`src/rtl/dynamixel_servo_responder.sv`:
```
// Dynamixel responder: parses instruction packets from rxd, runs PING/READ/WRITE on a byte
// register file and answers with a status packet on txd, driving uart_dir while it talks.
module dynamixel_servo_responder #(
    parameter int CLKS_PER_BIT = 868,
    parameter int REG_DEPTH    = 64,
    parameter int MAX_PARAMS   = 6,
    parameter int RETURN_DELAY = 1000,
    parameter int TIMEOUT_CLKS = 20000
) (
    input  logic       clk,
    input  logic       reset,
    input  logic       rxd,
    input  logic [7:0] servo_id,
    output logic       txd,
    output logic       uart_dir,
    output logic       busy,
    output logic       reg_wr_valid,
    output logic [7:0] reg_wr_addr,
    output logic [7:0] reg_wr_data
);
    localparam int          AW        = $clog2(REG_DEPTH);
    localparam int          PW        = $clog2(MAX_PARAMS);
    localparam logic [31:0] BIT_LAST  = 32'(CLKS_PER_BIT - 1);
    localparam logic [31:0] HALF_LAST = 32'(CLKS_PER_BIT / 2 - 1);
    localparam logic [31:0] DLY_LAST  = 32'(RETURN_DELAY - 1);
    localparam logic [31:0] TMO_LIMIT = 32'(TIMEOUT_CLKS);
    localparam logic [7:0]  LEN_MAX   = 8'(MAX_PARAMS + 2);
    localparam logic [8:0]  DEPTH9    = 9'(REG_DEPTH);

    typedef enum logic [1:0] {RX_IDLE, RX_START, RX_DATA, RX_STOP} rx_state_t;
    typedef enum logic [3:0] {P_IDLE, P_HDR2, P_ID, P_LEN, P_INSTR, P_PARAM, P_CHK,
                              P_EXEC, P_WRITE, P_DELAY, P_TX} p_state_t;

    rx_state_t   rx_st;
    p_state_t    st;
    logic        rx_s1, rx_s2, rx_prev, rx_vld, rx_ferr, rx_en;
    logic [31:0] rx_cnt;
    logic [2:0]  rx_bit;
    logic [7:0]  rx_sh;

    logic [7:0]  regs [REG_DEPTH];
    logic [7:0]  params [MAX_PARAMS];
    logic [7:0]  pkt_id, pkt_len, pkt_instr, pcnt, sum, wr_idx;
    logic        chk_ok;
    logic [31:0] tmo, cnt;
    logic [3:0]  tx_idx, tx_bit, tx_total;
    logic [7:0]  stat_id, stat_err, stat_chk, tx_byte;
    logic [2:0]  stat_n;
    logic [7:0]  stat_rd [4];

    logic [7:0]  ex_err, ex_sum, wr_n, wr_addr;
    logic [2:0]  ex_n;
    logic        ex_write, bcast, rx_phase;
    logic [8:0]  rd_end, wr_end;
    logic [7:0]  ex_rd [4];

    // Half duplex: the receiver is held idle while a packet is executed or answered.
    assign rx_en    = (st != P_EXEC) && (st != P_WRITE) && (st != P_DELAY) && (st != P_TX);
    assign rx_phase = st inside {P_HDR2, P_ID, P_LEN, P_INSTR, P_PARAM, P_CHK};
    assign bcast    = (pkt_id == 8'hFE);
    assign wr_addr  = params[0] + wr_idx;
    assign tx_total = 4'd6 + {1'b0, stat_n};

    always_ff @(posedge clk or posedge reset) begin
        if (reset) begin
            rx_s1 <= 1'b1; rx_s2 <= 1'b1; rx_prev <= 1'b1;
            rx_st <= RX_IDLE; rx_cnt <= '0; rx_bit <= '0; rx_sh <= '0;
            rx_vld <= 1'b0; rx_ferr <= 1'b0;
        end else begin
            rx_s1   <= rxd;
            rx_s2   <= rx_s1;
            rx_prev <= rx_s2;
            rx_vld  <= 1'b0;
            rx_ferr <= 1'b0;
            if (!rx_en) begin
                rx_st <= RX_IDLE;
            end else begin
                case (rx_st)
                    RX_IDLE: if (rx_prev && !rx_s2) begin
                        rx_cnt <= '0;
                        rx_st  <= RX_START;
                    end
                    RX_START: if (rx_cnt == HALF_LAST) begin
                        rx_cnt <= '0;
                        rx_bit <= '0;
                        rx_st  <= rx_s2 ? RX_IDLE : RX_DATA;
                    end else rx_cnt <= rx_cnt + 32'd1;
                    RX_DATA: if (rx_cnt == BIT_LAST) begin
                        rx_cnt <= '0;
                        rx_sh  <= {rx_s2, rx_sh[7:1]};
                        if (rx_bit == 3'd7) rx_st <= RX_STOP;
                        else rx_bit <= rx_bit + 3'd1;
                    end else rx_cnt <= rx_cnt + 32'd1;
                    RX_STOP: if (rx_cnt == BIT_LAST) begin
                        rx_vld  <= rx_s2;
                        rx_ferr <= !rx_s2;
                        rx_st   <= RX_IDLE;
                    end else rx_cnt <= rx_cnt + 32'd1;
                    default: rx_st <= RX_IDLE;
                endcase
            end
        end
    end

    always_comb begin
        ex_err   = 8'h00;
        ex_n     = 3'd0;
        ex_write = 1'b0;
        wr_n     = pkt_len - 8'd3;
        rd_end   = {1'b0, params[0]} + {1'b0, params[1]};
        wr_end   = {1'b0, params[0]} + {1'b0, wr_n};
        if (!chk_ok) ex_err = 8'h10;
        else begin
            case (pkt_instr)
                8'h01: ex_err = 8'h00;
                8'h02: if (pkt_len != 8'd4 || params[1] == 8'd0 || params[1] > 8'd4 || rd_end > DEPTH9)
                           ex_err = 8'h08;
                       else ex_n = params[1][2:0];
                8'h03: if (pkt_len < 8'd3 || wr_end > DEPTH9) ex_err = 8'h08;
                       else ex_write = (pkt_len > 8'd3);
                default: ex_err = 8'h40;
            endcase
        end
        ex_sum = servo_id + {5'd0, ex_n} + 8'd2 + ex_err;
        for (int i = 0; i < 4; i++) begin
            ex_rd[i] = regs[AW'(params[0] + 8'(i))];
            if (3'(i) < ex_n) ex_sum = ex_sum + ex_rd[i];
        end
    end

    always_comb begin
        tx_byte = 8'hFF;
        if (tx_idx == 4'd2) tx_byte = stat_id;
        else if (tx_idx == 4'd3) tx_byte = {5'd0, stat_n} + 8'd2;
        else if (tx_idx == 4'd4) tx_byte = stat_err;
        else if (tx_idx == tx_total - 4'd1) tx_byte = stat_chk;
        else if (tx_idx > 4'd4) tx_byte = stat_rd[2'(tx_idx - 4'd5)];
    end

    always_ff @(posedge clk or posedge reset) begin
        if (reset) begin
            st <= P_IDLE; busy <= 1'b0; txd <= 1'b1; uart_dir <= 1'b0;
            reg_wr_valid <= 1'b0; reg_wr_addr <= '0; reg_wr_data <= '0;
            pkt_id <= '0; pkt_len <= '0; pkt_instr <= '0; pcnt <= '0; sum <= '0;
            chk_ok <= 1'b0; tmo <= '0; cnt <= '0; wr_idx <= '0; tx_idx <= '0; tx_bit <= '0;
            stat_id <= '0; stat_err <= '0; stat_chk <= '0; stat_n <= '0;
            for (int i = 0; i < 4; i++) stat_rd[i] <= '0;
            for (int i = 0; i < MAX_PARAMS; i++) params[i] <= '0;
            for (int i = 0; i < REG_DEPTH; i++) regs[i] <= '0;
        end else begin
            reg_wr_valid <= 1'b0;
            tmo <= (rx_phase && !rx_vld) ? tmo + 32'd1 : '0;
            if (rx_phase && (rx_ferr || tmo == TMO_LIMIT)) begin
                st   <= P_IDLE;
                busy <= 1'b0;
            end else begin
                case (st)
                    P_IDLE: if (rx_vld && rx_sh == 8'hFF) begin
                        st   <= P_HDR2;
                        busy <= 1'b1;
                    end
                    P_HDR2: if (rx_vld) begin
                        if (rx_sh == 8'hFF) st <= P_ID;
                        else begin st <= P_IDLE; busy <= 1'b0; end
                    end
                    P_ID: if (rx_vld && rx_sh != 8'hFF) begin
                        pkt_id <= rx_sh;
                        sum    <= rx_sh;
                        st     <= P_LEN;
                    end
                    P_LEN: if (rx_vld) begin
                        if (rx_sh < 8'd2 || rx_sh > LEN_MAX) begin
                            st <= P_IDLE; busy <= 1'b0;
                        end else begin
                            pkt_len <= rx_sh; sum <= sum + rx_sh; st <= P_INSTR;
                        end
                    end
                    P_INSTR: if (rx_vld) begin
                        pkt_instr <= rx_sh;
                        sum       <= sum + rx_sh;
                        pcnt      <= '0;
                        st        <= (pkt_len == 8'd2) ? P_CHK : P_PARAM;
                    end
                    P_PARAM: if (rx_vld) begin
                        params[PW'(pcnt)] <= rx_sh;
                        sum  <= sum + rx_sh;
                        pcnt <= pcnt + 8'd1;
                        if (pcnt == pkt_len - 8'd3) st <= P_CHK;
                    end
                    P_CHK: if (rx_vld) begin
                        // Packets for other servos are consumed silently.
                        if (pkt_id != servo_id && !bcast) begin
                            st <= P_IDLE; busy <= 1'b0;
                        end else begin
                            chk_ok <= (sum + rx_sh == 8'hFF); st <= P_EXEC;
                        end
                    end
                    P_EXEC: begin
                        stat_id  <= servo_id;
                        stat_err <= ex_err;
                        stat_n   <= ex_n;
                        stat_chk <= ~ex_sum;
                        for (int i = 0; i < 4; i++) stat_rd[i] <= ex_rd[i];
                        wr_idx <= '0;
                        cnt    <= '0;
                        if (ex_write) st <= P_WRITE;
                        else if (bcast) begin st <= P_IDLE; busy <= 1'b0; end
                        else st <= P_DELAY;
                    end
                    P_WRITE: begin
                        regs[AW'(wr_addr)] <= params[PW'(wr_idx + 8'd1)];
                        reg_wr_valid <= 1'b1;
                        reg_wr_addr  <= wr_addr;
                        reg_wr_data  <= params[PW'(wr_idx + 8'd1)];
                        wr_idx       <= wr_idx + 8'd1;
                        if (wr_idx == pkt_len - 8'd4) begin
                            if (bcast) begin st <= P_IDLE; busy <= 1'b0; end
                            else st <= P_DELAY;
                        end
                    end
                    P_DELAY: if (cnt == DLY_LAST) begin
                        cnt <= '0; tx_idx <= '0; tx_bit <= '0;
                        txd <= 1'b0; uart_dir <= 1'b1; st <= P_TX;
                    end else cnt <= cnt + 32'd1;
                    P_TX: if (cnt == BIT_LAST) begin
                        cnt <= '0;
                        if (tx_bit == 4'd9) begin
                            if (tx_idx == tx_total - 4'd1) begin
                                txd <= 1'b1; uart_dir <= 1'b0; busy <= 1'b0; st <= P_IDLE;
                            end else begin
                                tx_idx <= tx_idx + 4'd1; tx_bit <= '0; txd <= 1'b0;
                            end
                        end else begin
                            tx_bit <= tx_bit + 4'd1;
                            txd    <= (tx_bit == 4'd8) ? 1'b1 : tx_byte[tx_bit[2:0]];
                        end
                    end else cnt <= cnt + 32'd1;
                    default: begin st <= P_IDLE; busy <= 1'b0; end
                endcase
            end
        end
    end
endmodule

```
`config.mk`:
```
export PLATFORM = sky130hd
export DESIGN_NAME = dynamixel_servo_responder
export DESIGN_NICKNAME = d
export VERILOG_FILES = /design/src/rtl/dynamixel_servo_responder.sv
export SDC_FILE = /design/constraint.sdc
export NUM_CORES = 2
export LEC_CHECK = 0
export ABC_AREA = 1
export CAP_MARGIN = 20
export CORE_MARGIN = 1
export CORE_UTILIZATION = 55
export DETAILED_ROUTE_END_ITERATION = 10
export PLACE_DENSITY = 0.71
export SLEW_MARGIN = 20
export SYNTH_ARGS = -nofsm -noshare
export SYNTH_HDL_FRONTEND = slang
export SYNTH_SLANG_ARGS = --single-unit
```
`constraint.sdc`:
```
create_clock -name clk -period 33.9 [get_ports clk]
set_clock_uncertainty 0.1 [all_clocks]
set_input_delay 5.085 -clock clk [delete_from_list [all_inputs] [get_ports clk]]
set_output_delay 5.085 -clock clk [all_outputs]
set_load 0.01 [all_outputs]
```
==> summary.txt <==
Placement
  • I/O Buffers: 30
  • HPWL Detailed: 129 mm
  • Placed cells: 8342
  • RePlAce Congestion: 1.07
  • Setup Slack @ Placement: 22160 ps

Synthesis
  • Synth Cell Area: 52400 µm²
  • Synth Flop Type: dfrtp_1
  • Synth warn: 0
  • Largest family of logic cells by synthesized area: simple AND/OR/NAND/NOR gates
  • Synth unique cells: 68
  • FF+latch count, synth: 809
  • Post-Synth Simple-Gate Area: 0.267
  • Multiplexer area fraction after synthesis: 0.0264
  • Post-synthesis compound-gate area fraction: 0.199
  • Synth Area in XOR/XNOR: 0.0186
  • Sequential fraction of the synthesis area: 0.386
  • Synth Area in Adders: 0.0259
  • Syn Area/Cell: 7.04 µm²
  • EDFF count, synth: 0
  • Syn_nets: 7554
  • Syn Inst Count: roughly 7400
  • Post-synthesis async set-or-reset flop share: 1.00

Power and ir drop
  • Gate power share: 0.018
  • P_sw: 473 µW
  • Int Power: between 1500 and 2000 µW
  • Peak supply drop: between 0.03 and 0.04 mV
  • P_leak: 0.0242 µW
  • Switching portion of total power: 0.226
  • Sequential share of power: 0.464
  • Power per Cell Area: about 37 nW/µm²
  • Clock power share: 0.518

Global route
  • Initial antenna violation count: 8
  • Largest net degree at the start of global routing: between 150 and 200
  • Overflow after GRT: 0
  • Number of global-route vias before repair: 47200
  • Global-route wire length before repair: around 290 mm
  • Overall routing resource usage: 0.394

Route
  • Drt via density: 6.20
  • Drt initial violations: 8027
  • ANT nets after route: 0
  • Detailed-route wire length per cell: between 20 and 25 µm
  • Routed WL: 194 mm
  • 1st-pass router iterations: 9
  • Total number of vias: 52800
  • Post-route DRC: 0

Setup path
  • Crit. End Element: flip-flop
  • Startpoint Class: input pin
  • Crit-path max FO: 5
  • CP max-delay cell: clkdlybuf4s50_1
  • Critical path type: in -> reg
  • CP arrival: 11640 ps
  • Critical Path Max Stage Delay: 520 ps
  • Critical Path RT: 34370 ps
  • RR Startpoint: params[40]
  • Crit path launch: servo_id[1]

Clocking
  • Clock Path Buffers: 3
  • CTS clk-pin slew, worst paths: approximately 60 ps
  • Post-CTS Setup Bufs: 0
  • CTS Buf Count: 96
  • Clock sinks: a little over 800
  • Root buffer cell: clkbuf_16
  • Clock Latency Late Sink: 710 ps
  • H-tree depth: 3
  • CTS tree: yes
  • Cts repair resizes: 0
  • Cts-stage hold buffer count: 0

Worst hold path
  • Hold Crit Class: reg -> reg
  • Hold_sp: rx_s1

Layout
  • Area delta synth->final: 7.86%
  • Fill count: 8789
  • Post-Layout Cell Count: 8512
  • Layout cell share with drive strength beyond 1: 0.0484
  • Number of diodes: 0
  • Final nets: 7301

Floorplanning
  • Die area: 96500 µm²
  • Die Span Y: 311 µm
  • Die width: 311 µm
  • Starting Density: 0.558
  • Row cnt: about 110
  • I/O Pins: 31
  • Core Box Area: ~94000 µm²

STA
  • Final worst setup slack: 22740 ps
  • Max Fclk: 89.6 MHz
  • Worst slew pin tran: around 1300 ps
  • Slew HR: 0.129
  • Tcrit/Tclk final: 0.329
  • Max-slew violations: 0
  • Setup_tns: 0 ps
  • Unrepaired setup endpoints after global routing: false
  • Endpoints failing hold: 0
  • Period minus WS final: 11160 ps
  • Final setup viols: 0

Run status
  • Status: completed

Run
  • Number of max-cap violations: 0
==> area by class of cell <==
class                           instances  area [µm²]  share of cell area
Clock buffer                          133        2730              0.0483
Timing Repair Buffer                  122        1050              0.0186
Tap cell                             1254        1570              0.0278
Sequential cell                       809       20300               0.359
Inverter                              548        2080              0.0369
Clock inverter                         36         514             0.00910
Multi-Input combinational cell       5610       28300               0.501
==> power groups by stage <==
stage                     Sequential (µW)  Combinational (µW)  Clock, µW
after floorplan                       987                26.3          0
after global placement                986                38.5          0
after detailed placement              986                38.7          0
after CTS                             968                38.8       1090
after global routing                  968                43.7       1130
final                                 968                37.6       1080
==> path summary, 6_finish.rpt <==
kind / cells past startpoint / endpoint / slack, ps
max: 43 / stat_chk[7] / 22740
min: 0 / rx_s2 / 260
max reg2reg: 34 / stat_chk[7] / 24120
min reg2reg: 0 / rx_s2 / 260
max in group asynchronous: 5 / stat_err[3] / 25840
min in group asynchronous: 2 / regs[210] / 4810
==> per-layer routing <==
layer  part of all wire  track usage
met3               0.12        0.112
met5            0.00021            0
met2               0.41        0.558
met1               0.40        0.544
met4              0.065        0.212
==> cell usage in the layout, fill, tap and decap left out, types with 53 or more instances in the layout <==
cell and instances:
clkbuf_16 96, ha_1 92, a221oi_1 56, a21oi_1 374, nand2_1 2271, nand4_1 53
mux2i_1 138, o21ai_0 1178, xor2_1 70, nor3_1 97, nand3_1 501, buf_4 86
dfrtp_1 801, inv_1 519, nor2_1 325
==> metrics by stage <==
stage / instance area (µm²) / util / power [µW] / hold WS, ps
final: 56500 / 0.602 / 2090 / 263
after global routing: 56500 / 0.602 / 2140 / 266
after CTS: 56500 / 0.602 / 2100 / 265
after floorplan: 52400 / - / 1010 / 245
after detailed placement: 53200 / 0.567 / 1020 / 257
after global placement: 53200 / 0.567 / 1020 / 259
==> synthesized netlist by cell type, drive strengths merged (10+ instances only) <==
cell type | number | area, µm²
dfrtp | 805 | 20100
o21a | 43 | 323
or2 | 15 | 93.8
o211ai | 35 | 263
a22oi | 11 | 82.6
nand2 | 2276 | 8560
xor2 | 79 | 714
o21ai | 1188 | 5970
o311ai | 10 | 87.6
nor3 | 107 | 629
clkbuf | 302 | 1130
a32o | 21 | 210
a221o | 15 | 150
a221oi | 56 | 490
nor4 | 24 | 175
o31ai | 13 | 97.6
o22ai | 43 | 269
inv | 539 | 2020
nand4 | 53 | 332
xnor2 | 30 | 263
and2 | 13 | 81.3
buf | 171 | 828
ha | 94 | 1180
a31oi | 40 | 250
a21oi | 374 | 1870
nand3 | 501 | 2510
nor2 | 346 | 1370
mux2i | 138 | 1380
nor3b | 14 | 105
==> kinds of logic after synthesis <==
group                    after synthesis
AND/OR/NAND/NOR                     3370
flip-flops                           809
multiplexers                         138
buffers and inverters               1021
AO/OA/AOI/OAI                       1890
adder cells (fa/ha/maj)              103
XOR/XNOR                             109
==> flip-flops by register name (all words and copies together), names as in the netlist, 8 cells and up <==
name / flops
pkt_len: 8
reg_wr_data: 8
wr_idx: 8
stat_rd: 32
reg_wr_addr: 8
stat_chk: 8
stat_id: 8
cnt: 32
pcnt: 8
pkt_id: 8
pkt_instr: 8
params: 48
rx_sh: 8
regs: 512
tmo: 32
rx_cnt: 32
sum: 8
==> worst max-delay path: cells and delay by family <==
kind	cells	cell delay [ps]
buf+inv	10	1030
xor+xnor	3	410
compound gates	8	1280
simple gates	15	1560
fa+ha+maj	7	2280
Note: power is estimated with default switching activity, not from simulation.
